[src/rtl/alu_pkg.sv]
// Shared types and constants for the sequential ALU: opcodes, FSM states and flag bit positions.
package alu_pkg;

    typedef enum logic [3:0] {
        OpAdd = 4'd0,
        OpSub = 4'd1,
        OpNot = 4'd2,
        OpAnd = 4'd3,
        OpOr  = 4'd4,
        OpXor = 4'd5,
        OpSlt = 4'd6,
        OpEq  = 4'd7,
        OpMul = 4'd8,
        OpShl = 4'd9,
        OpSrl = 4'd10,
        OpSra = 4'd11
    } op_e;

    typedef enum logic [1:0] {
        StIdle,
        StExec,
        StMul,
        StDone
    } state_e;

    localparam int unsigned FLAG_Z = 0;
    localparam int unsigned FLAG_C = 1;
    localparam int unsigned FLAG_V = 2;
    localparam int unsigned FLAG_N = 3;

endpackage

[src/rtl/alu_mul_iter.sv]
// Iterative shift-add multiplier: one multiplier bit per cycle, WIDTH cycles after start.
module alu_mul_iter #(
    parameter int unsigned WIDTH = 8
) (
    input  logic             clk,
    input  logic             rst_n,
    input  logic             start,
    input  logic [WIDTH-1:0] a,
    input  logic [WIDTH-1:0] b,
    output logic             done,
    output logic [WIDTH-1:0] prod_lo,
    output logic             prod_hi_nz
);

    localparam int unsigned CW = $clog2(WIDTH);

    logic [WIDTH-1:0]   mcand_q;
    logic [2*WIDTH-1:0] prod_q;
    logic [2*WIDTH-1:0] prod_d;
    logic [WIDTH:0]     sum;
    logic [CW-1:0]      cnt_q;
    logic               busy_q;

    // Upper half accumulates the multiplicand; lower half starts as the multiplier and drains out.
    always_comb begin
        sum    = {1'b0, prod_q[2*WIDTH-1:WIDTH]} + (prod_q[0] ? {1'b0, mcand_q} : '0);
        prod_d = {sum, prod_q[WIDTH-1:1]};
    end

    // Outputs expose the post-iteration value so the caller can register it on the final edge.
    assign done       = busy_q && (cnt_q == CW'(WIDTH - 1));
    assign prod_lo    = prod_d[WIDTH-1:0];
    assign prod_hi_nz = |prod_d[2*WIDTH-1:WIDTH];

    always_ff @(posedge clk or negedge rst_n) begin
        if (!rst_n) begin
            mcand_q <= '0;
            prod_q  <= '0;
            cnt_q   <= '0;
            busy_q  <= 1'b0;
        end else if (start) begin
            mcand_q <= a;
            prod_q  <= {{WIDTH{1'b0}}, b};
            cnt_q   <= '0;
            busy_q  <= 1'b1;
        end else if (busy_q) begin
            prod_q <= prod_d;
            cnt_q  <= cnt_q + CW'(1);
            if (done) begin
                busy_q <= 1'b0;
            end
        end
    end

endmodule

[src/rtl/alu_seq.sv]
// Handshaked sequential ALU: single-cycle logic/arith/shift ops, iterative multiply, Z/C/V/N flags.
module alu_seq
    import alu_pkg::*;
#(
    parameter int unsigned WIDTH = 8
) (
    input  logic             clk,
    input  logic             rst_n,
    input  logic             in_valid,
    output logic             in_ready,
    input  logic [WIDTH-1:0] a,
    input  logic [WIDTH-1:0] b,
    input  logic [3:0]       op,
    output logic             out_valid,
    input  logic             out_ready,
    output logic [WIDTH-1:0] result,
    output logic [3:0]       flags
);

    localparam int unsigned SHW = $clog2(WIDTH);

    state_e           state_q, state_d;
    logic [WIDTH-1:0] a_q, b_q;
    op_e              op_q;
    logic [WIDTH-1:0] result_q, result_d;
    logic [3:0]       flags_q, flags_d;

    logic             accept;
    logic             mul_start;
    logic             mul_done;
    logic [WIDTH-1:0] mul_lo;
    logic             mul_hi_nz;

    assign accept    = in_valid && in_ready;
    assign in_ready  = (state_q == StIdle);
    assign out_valid = (state_q == StDone);
    assign result    = result_q;
    assign flags     = flags_q;

    // ---------------------------------------------------------------- FSM
    always_comb begin
        state_d   = state_q;
        mul_start = 1'b0;
        unique case (state_q)
            StIdle: begin
                if (accept) begin
                    if (op == OpMul) begin
                        state_d   = StMul;
                        mul_start = 1'b1;
                    end else begin
                        state_d = StExec;
                    end
                end
            end
            StExec: state_d = StDone;
            StMul: begin
                if (mul_done) begin
                    state_d = StDone;
                end
            end
            StDone: begin
                if (out_ready) begin
                    state_d = StIdle;
                end
            end
            default: state_d = StIdle;
        endcase
    end

    always_ff @(posedge clk or negedge rst_n) begin
        if (!rst_n) begin
            state_q <= StIdle;
        end else begin
            state_q <= state_d;
        end
    end

    // ---------------------------------------------------------------- operand latch
    always_ff @(posedge clk or negedge rst_n) begin
        if (!rst_n) begin
            a_q  <= '0;
            b_q  <= '0;
            op_q <= OpAdd;
        end else if (accept) begin
            a_q  <= a;
            b_q  <= b;
            op_q <= op_e'(op);
        end
    end

    // ---------------------------------------------------------------- multiplier
    alu_mul_iter #(
        .WIDTH(WIDTH)
    ) u_mul (
        .clk        (clk),
        .rst_n      (rst_n),
        .start      (mul_start),
        .a          (a),
        .b          (b),
        .done       (mul_done),
        .prod_lo    (mul_lo),
        .prod_hi_nz (mul_hi_nz)
    );

    // ---------------------------------------------------------------- single-cycle op unit
    logic [WIDTH-1:0]        b_eff;
    logic [WIDTH:0]          add_sum;
    logic [SHW-1:0]          amt;
    logic [WIDTH:0]          shl_wide;
    logic [WIDTH:0]          srl_wide;
    logic signed [WIDTH:0]   sra_in;
    logic [WIDTH:0]          sra_wide;
    logic [WIDTH-1:0]        exec_res;
    logic                    exec_c;
    logic                    exec_v;

    // Shifts carry an extra bit on the outgoing side so it holds the last bit shifted out.
    always_comb begin
        b_eff    = (op_q == OpSub) ? ~b_q : b_q;
        add_sum  = {1'b0, a_q} + {1'b0, b_eff} + {{WIDTH{1'b0}}, (op_q == OpSub)};
        amt      = b_q[SHW-1:0];
        shl_wide = {1'b0, a_q} << amt;
        srl_wide = {a_q, 1'b0} >> amt;
        sra_in   = {a_q, 1'b0};
        sra_wide = sra_in >>> amt;

        exec_res = '0;
        exec_c   = 1'b0;
        exec_v   = 1'b0;
        case (op_q)
            OpAdd, OpSub: begin
                exec_res = add_sum[WIDTH-1:0];
                exec_c   = add_sum[WIDTH];
                exec_v   = (a_q[WIDTH-1] == b_eff[WIDTH-1]) &&
                           (add_sum[WIDTH-1] != a_q[WIDTH-1]);
            end
            OpNot: exec_res = ~a_q;
            OpAnd: exec_res = a_q & b_q;
            OpOr:  exec_res = a_q | b_q;
            OpXor: exec_res = a_q ^ b_q;
            OpSlt: exec_res = {{(WIDTH-1){1'b0}}, ($signed(a_q) < $signed(b_q))};
            OpEq:  exec_res = {{(WIDTH-1){1'b0}}, (a_q == b_q)};
            OpShl: begin
                exec_res = shl_wide[WIDTH-1:0];
                exec_c   = shl_wide[WIDTH];
            end
            OpSrl: begin
                exec_res = srl_wide[WIDTH:1];
                exec_c   = srl_wide[0];
            end
            OpSra: begin
                exec_res = sra_wide[WIDTH:1];
                exec_c   = sra_wide[0];
            end
            default: begin
                exec_res = '0;
            end
        endcase
    end

    // ---------------------------------------------------------------- result / flag registers
    logic [WIDTH-1:0] res_sel;
    logic             c_sel;
    logic             v_sel;

    always_comb begin
        result_d = result_q;
        flags_d  = flags_q;
        res_sel  = exec_res;
        c_sel    = exec_c;
        v_sel    = exec_v;
        if (state_q == StMul) begin
            res_sel = mul_lo;
            c_sel   = mul_hi_nz;
            v_sel   = 1'b0;
        end
        if ((state_q == StExec) || ((state_q == StMul) && mul_done)) begin
            result_d        = res_sel;
            flags_d[FLAG_Z] = (res_sel == '0);
            flags_d[FLAG_C] = c_sel;
            flags_d[FLAG_V] = v_sel;
            flags_d[FLAG_N] = res_sel[WIDTH-1];
        end
    end

    always_ff @(posedge clk or negedge rst_n) begin
        if (!rst_n) begin
            result_q <= '0;
            flags_q  <= '0;
        end else begin
            result_q <= result_d;
            flags_q  <= flags_d;
        end
    end

endmodule

[config.mk]
export PLATFORM = sky130hd
export DESIGN_NAME = alu_seq
export DESIGN_NICKNAME = d
export VERILOG_FILES = /design/src/rtl/alu_pkg.sv /design/src/rtl/alu_mul_iter.sv /design/src/rtl/alu_seq.sv
export SDC_FILE = /design/constraint.sdc
export NUM_CORES = 1
export LEC_CHECK = 0
export ABC_CLOCK_PERIOD_IN_PS = 5400
export CAP_MARGIN = 20
export CELL_PAD_IN_SITES_DETAIL_PLACEMENT = 0
export CELL_PAD_IN_SITES_GLOBAL_PLACEMENT = 1
export CORE_ASPECT_RATIO = 0.5
export CORE_MARGIN = 2
export CORE_UTILIZATION = 30
export CTS_CLUSTER_SIZE = 12
export DETAILED_ROUTE_END_ITERATION = 7
export PLACE_DENSITY = 0.57
export SLEW_MARGIN = 0
export SYNTH_ARGS = -nofsm -noshare
export SYNTH_HDL_FRONTEND = slang
export SYNTH_SLANG_ARGS = --single-unit
[constraint.sdc]
create_clock -name clk -period 5.4 [get_ports clk]
set_clock_uncertainty 0.1 [all_clocks]
set_input_delay 1.35 -clock clk [delete_from_list [all_inputs] [get_ports clk]]
set_output_delay 1.35 -clock clk [all_outputs]
set_load 0.03 [all_outputs]
; After elaboration in Yosys (flattened, before gate mapping)
; Index checks and enable logic that the tools add are counted.
[word_totals]
register_bits = 62
out_inout_bits = 14
elab_cells = 79
[classes]
add_sub_neg = 4
n_eq_ne = 21
n_bitwise = 5
shifts = 3
order_cmp = 1
muxes = 23
reduce_logical = 12
[op_table]
columns = op, n
row1 = 8-bit case mux with 10 select lines, 1
row2 = 16-bit two-way mux, 2
row3 = 8-bit two-way mux, 3
row4 = 4-bit by 3-bit == test with 1-bit output (second input constant), 4
row5 = 4-bit == test (second input constant), 4
row6 = 8-bit inverter, 2
row7 = 8-bit by 8-bit adder with 9-bit output, 1
row8 = 8-bit by 9-bit adder with 9-bit output, 1
row9 = 9-bit by 1-bit adder with 9-bit output, 1
row10 = 1-bit two-way mux, 9
row11 = 8-bit by 3-bit left shift with 9-bit output, 1
row12 = 9-bit by 3-bit >> shifter with 9-bit output, 1
row13 = 9-bit by 3-bit >>> shifter with 9-bit output, 1
row14 = 8-bit bitwise AND, 1
row15 = 4-bit by 2-bit == test with 1-bit output (second input constant), 2
row16 = 8-bit == test, 1
row17 = 8-bit logical NOT, 1
row18 = 8-bit less-than comparator, 1
row19 = 2-bit two-way mux, 4
row20 = 8-bit OR, 1
row21 = 2-bit case mux with 4 select lines, 1
row22 = 8-bit OR reduction, 1
row23 = 8-bit bitwise XOR, 1
row24 = 3-bit two-way mux, 2
row25 = other kinds (17), 22

; Longest topological paths before layout
[depth]
word_depth = 8
depth_mapped = 13

; Modules after synthesis
; A second synthesis with hierarchy kept.
[unflattened]
cells_unflattened = 553
hier_area_um2 = 5067.4
[by_module_without_submodules]
columns = mod, area_each_um2, instances, seq_area_each_um2, cells_per_inst
row1 = alu_seq, 3460.8, 1, 825.8, 397
row2 = alu_mul_iter, 1606.5, 1, 700.7, 156

; Least setup slack after synthesis
; OpenSTA, ideal clock, no wires.
[synth_path]
path_kind = reg2reg
from = reg op_q[3]
to = reg result_q[7], in the netlist result[7]
stages_incl_launch_ff = 13
setup_ns = 0.125
t_arrival_ns = 2.539
setup_slack_ns = 2.636
path_buffers = 2
synth_period_minus_slack_ns = 2.764
t_required_ns = 5.175
path_cell_list = dfrtp_1 buf_6 nor4b_2 buf_6 xnor2_1 ha_1 nand2_1 o21ai_0 o31ai_1 o21ai_2 xnor2_1 o21ai_1 mux2_2
[synth_via]
elab_chain_len = 6
elab_cells_between_ends = 17
classes_between = 2 x add/sub / 10 x eq/ne / 3 x mux / 2 x reduce/logical
[synth_lines]
columns = element, line
row1 = start: declaration, alu_seq.sv:24  ; op_e op_q;
row2 = start signal: assignment, alu_seq.sv:83  ; op_q <= OpAdd;
row3 = start signal: assignment, alu_seq.sv:87  ; op_q <= op_e'(op);
row4 = 4-bit by 1-bit == test with 1-bit output, "alu_seq.sv:119, alu_seq.sv:120, alu_seq.sv:130"
row5 = 8-bit two-way mux, alu_seq.sv:119  ; b_eff = (op_q == OpSub) ? ~b_q : b_q;
row6 = 8-bit by 8-bit adder with 9-bit output, alu_seq.sv:120  ; add_sum = {1'b0, a_q} + {1'b0, b_eff} + {{WIDTH{1'b0}}, (op_q == OpSub)};
row7 = 9-bit by 1-bit adder with 9-bit output, alu_seq.sv:120
row8 = 8-bit case mux with 10 select lines (*), alu_seq.sv:130  ; case (op_q)
row9 = 8-bit two-way mux (*), alu_seq.sv:172  ; if (state_q == StMul) begin
row10 = end signal: assignment, alu_seq.sv:191  ; result_q <= result_d;
row11 = end: declaration, alu_seq.sv:25  ; logic [WIDTH-1:0] result_q, result_d;
; Mark *: on every way between the ends. The rest lies on a longest branch, timed or not.
; A chain may end at the register's enable or synchronous reset.

; Final worst setup path
[layout_path]
from = in op[1]
to = reg u_mul.prod_q[6]
[layout_via]
elab_chain_len = 5
elab_cells_between_ends = 6
classes_between = 1 x eq/ne / 4 x mux / 1 x reduce/logical
[layout_lines]
columns = element, line
row1 = start: declaration, alu_seq.sv:13  ; input logic [3:0] op,
row2 = 4-bit == test (*), alu_seq.sv:47  ; if (op == OpMul) begin
row3 = 1-bit two-way mux (*), alu_seq.sv:47
row4 = 1-bit two-way mux (*), alu_seq.sv:46  ; if (accept) begin
row5 = 1-bit two-way mux (*), alu_seq.sv:44  ; unique case (state_q)
row6 = 16-bit two-way mux / 2-bit nonzero test (equally long branches), --
row7 = end signal: assignment, alu_mul_iter.sv:43  ; prod_q <= {{WIDTH{1'b0}}, b};
row8 = end signal: assignment, alu_mul_iter.sv:47  ; prod_q <= prod_d;
row9 = end: declaration, alu_mul_iter.sv:18  ; logic [2*WIDTH-1:0] prod_q;
; Marked as above.

==> results.yml <==
run_status:
  status: "complete, no violations"
die:
  fp-row-count: 33
  chipWidth_um: 187
  num_io_pins: 38
  dieHeight_um: 95.6
  dieArea_um2: 17900
  coreArea_um2: 16400
  start_util: 0.307
clock_network:
  cts_hold_buf: 0
  h-tree-depth: 3
  clock-sinks: 61
  root_buffer: "clkbuf_16"
  cts_buffers: 9
  clockBufferDepth: 2
  cts_setup_buffers: 0
  cts_resized: 0
  tritoncts: "built"
  clkTransAtPathRegs_ns: 0.06
  clk_latency_ns: 0.33
sta:
  setup_viol: 0
  worstMarginPinSlew_ns: 0.948
  post-route-min-period_ns: 3.61
  finalHoldViolCount: 0
  fmax_ghz: 0.277
  slew_headroom: 0.368
  rsz0062_at_grt: "false"
  setup_tns_ns: 0
  drv_slew: 0
  period_share: 0.669
pwr:
  peakVddDrop_mv: 0.252
  power-per-cell-area_nw_per_um2: 727
  total_power_mw: 4.22
  leakagePower_nw: 2.43
yosys:
  ys_seq_elements: 61
  synth_xor_xnor_area_share: 0.0313
  synth_fa_ha_area_frac: 0.122
  synth_nets: 607
  synth_area_um2: 5030
  synth_mux_area_frac: 0.131
  synth_top_family_by_area: "simple AND/OR/NAND/NOR gates"
  synth-simple-area-share: 0.178
  netlist_top_cells_area: "dfrtp_1, ha_1, mux2_2"
  synth-edff-count: 0
  syn_avg_cell_area_um2: 9.40
  yosysTopAreaCell: "dfrtp_1"
  async_flop_share: 1.00
  synthDominantCellAreaShare: 0.303
  ys.flop_type: "dfrtp_1"
  seq_area_frac_synth: 0.303
  syn_inst: 535
  ys_warn_count: 0
  synth_cell_type_count: 79
  synth-compound-area-share: 0.169
place:
  gp_congestion: 0.851
  dp.cells: 779
  portBuffers: 37
  hpwl_um: 11100
setup_path:
  critPathRequiredTime_ns: 5.51
  worstPathCellList: "clkdlybuf4s50_1 > nor4b_1 > and3_1 > buf_4 > o21ai_0"
  crit_type: "primary input to flop"
  max_stage_delay_ns: 0.78
  crit_path_max_fanout: 23
  cp-end-kind: "flop"
  reg2regPathDepth: 11
  ff2ff_setup_slack_ns: 1.83
  reg2reg_to: "result[7]$_DFFE_PN0P_"
  worstPathArrival_ns: 3.72
  r2r_start: "b_q[1]$_DFFE_PN0P_"
  slowest_stage: "and3_1"
  worstSetupStartpointType: "primary input"
min_path:
  holdPathStages: 2
  hold_class: "flop to flop"
  hp-start: "u_mul.mcand_q[0]$_DFFE_PN0P_"
  holdPathEnd: "u_mul.mcand_q[0]$_DFFE_PN0P_"
route:
  firstDrtPassIters: 5
  first_iter_violations: 300
  drc: 0
  wirelength_um: 15100
  num_vias: 4097
  ant_nets: 0
  post_drt_wl_per_cell_um: 19.0
  via_per_inst: 5.15
final_layout:
  area_delta_synth_final_pct: 15.5
  drive_gt1_frac: 0.144
  post-route-util: 0.354
  fillers: 1664
  final_common_cell: "nand2_1"
  instances_no_fill: 795
  final_nets: 635
  mostFrequentLayoutCells: "nand2_1, dfrtp_1, ha_1, clkdlybuf4s50_1, nor2_1"
  antenna_cells: 0
global_route:
  grt_use_total: 0.176
  grt_first_pass_wirelength_um: 24000
  antenna_found_initial: 0
  grt_max_degree: 38
  grt_pass1_vias: 4055
  overflow: 0
flow_run:
  maxCapViolCount: 0
kinds of logic (layout without fill, tap and decap cells):
| group | after synthesis | after routing |
|---|---|---|
| buffers and inverters | 59 | 92 |
| XOR/XNOR | 18 | 18 |
| AND/OR/NAND/NOR | 173 | 173 |
| AO/OA/AOI/OAI | 122 | 122 |
| adder cells (fa/ha/maj) | 48 | 48 |
| multiplexers | 54 | 54 |
| flip-flops | 61 | 61 |
stage by stage:
stage / hold slack, ns / setup slack [ns] / area, um2
2_1_floorplan: 0.337 / 2.64 / 5030
3_3_place_gp: 0.359 / 1.54 / 5540
3_5_place_dp: 0.362 / 1.43 / 5540
4_1_cts: 0.377 / 1.79 / 5810
5_1_grt: 0.410 / 1.51 / 5810
6_report: 0.380 / 1.79 / 5810
worst max-delay path by stage:
stage	slack, ns	to	startpoint
floorplan	2.64	result[7]$_DFFE_PN0P_	op_q[3]$_DFFE_PN0P_
global placement	1.54	u_mul.prod_q[7]$_DFFE_PN0P_	op[1]
detailed placement	1.43	u_mul.prod_q[7]$_DFFE_PN0P_	op[1]
CTS	1.79	u_mul.prod_q[7]$_DFFE_PN0P_	op[1]
global route	1.51	result[7]$_DFFE_PN0P_	b_q[1]$_DFFE_PN0P_
finish	1.79	u_mul.prod_q[6]$_DFFE_PN0P_	op[1]
worst max-delay path, delay by kind of cell:
kind	cells	cell delay [ns]
simple gates	2	1.53
buf+inv	2	0.73
compound gates	1	0.10
cell type report:
type / instances / area, um2 / share of cell area
Inverter: 28 / 105 / 0.0181
Clock inverter: 6 / 40.0 / 0.00689
Sequential cell: 61 / 1530 / 0.263
Clock buffer: 10 / 229 / 0.0394
Tap cell: 227 / 284 / 0.0489
Timing Repair Buffer: 48 / 448 / 0.0771
Multi-Input combinational cell: 415 / 3180 / 0.547
registers in the layout (all words and copies together) (netlist names):
| name | flops |
|---|---|
| u_mul.mcand_q | 8 |
| u_mul.cnt_q | 3 |
| op_q | 4 |
| a_q | 8 |
| flags | 3 |
| result | 8 |
| u_mul.prod_q | 16 |
| state_q | 2 |
| b_q | 8 |
| u_mul.busy_q | 1 |
synthesized netlist by cell type, types with 5 or more instances:
cell,n
o22ai_1,6
nand3_1,15
o21ai_0,23
a211oi_1,5
nand2b_1,5
nand2_1,64
ha_1,46
dfrtp_1,61
and2_1,8
mux2i_1,21
a31oi_1,8
nor2b_1,6
clkbuf_1,14
nor3_1,8
mux2_2,26
buf_6,5
inv_1,26
clkbuf_8,5
xnor2_1,16
a22oi_1,5
nor2_1,34
a21o_1,5
a21oi_1,27
power breakdown:
part | switching (mW) | leakage (nW) | internal [mW]
registers | 0.338 | 0.726 | 0.682
clock network | 0.216 | 0.132 | 0.309
logic | 1.51 | 1.57 | 1.17
total | 2.06 | 2.43 | 2.16
metal layers:
metal / GRT usage / part of all wire
met3: 0.0386 / 0.064
met4: 0.0556 / 0.017
met2: 0.274 / 0.43
met5: 0 / 0
met1: 0.245 / 0.49
Note: power is estimated with default switching activity, not from simulation.
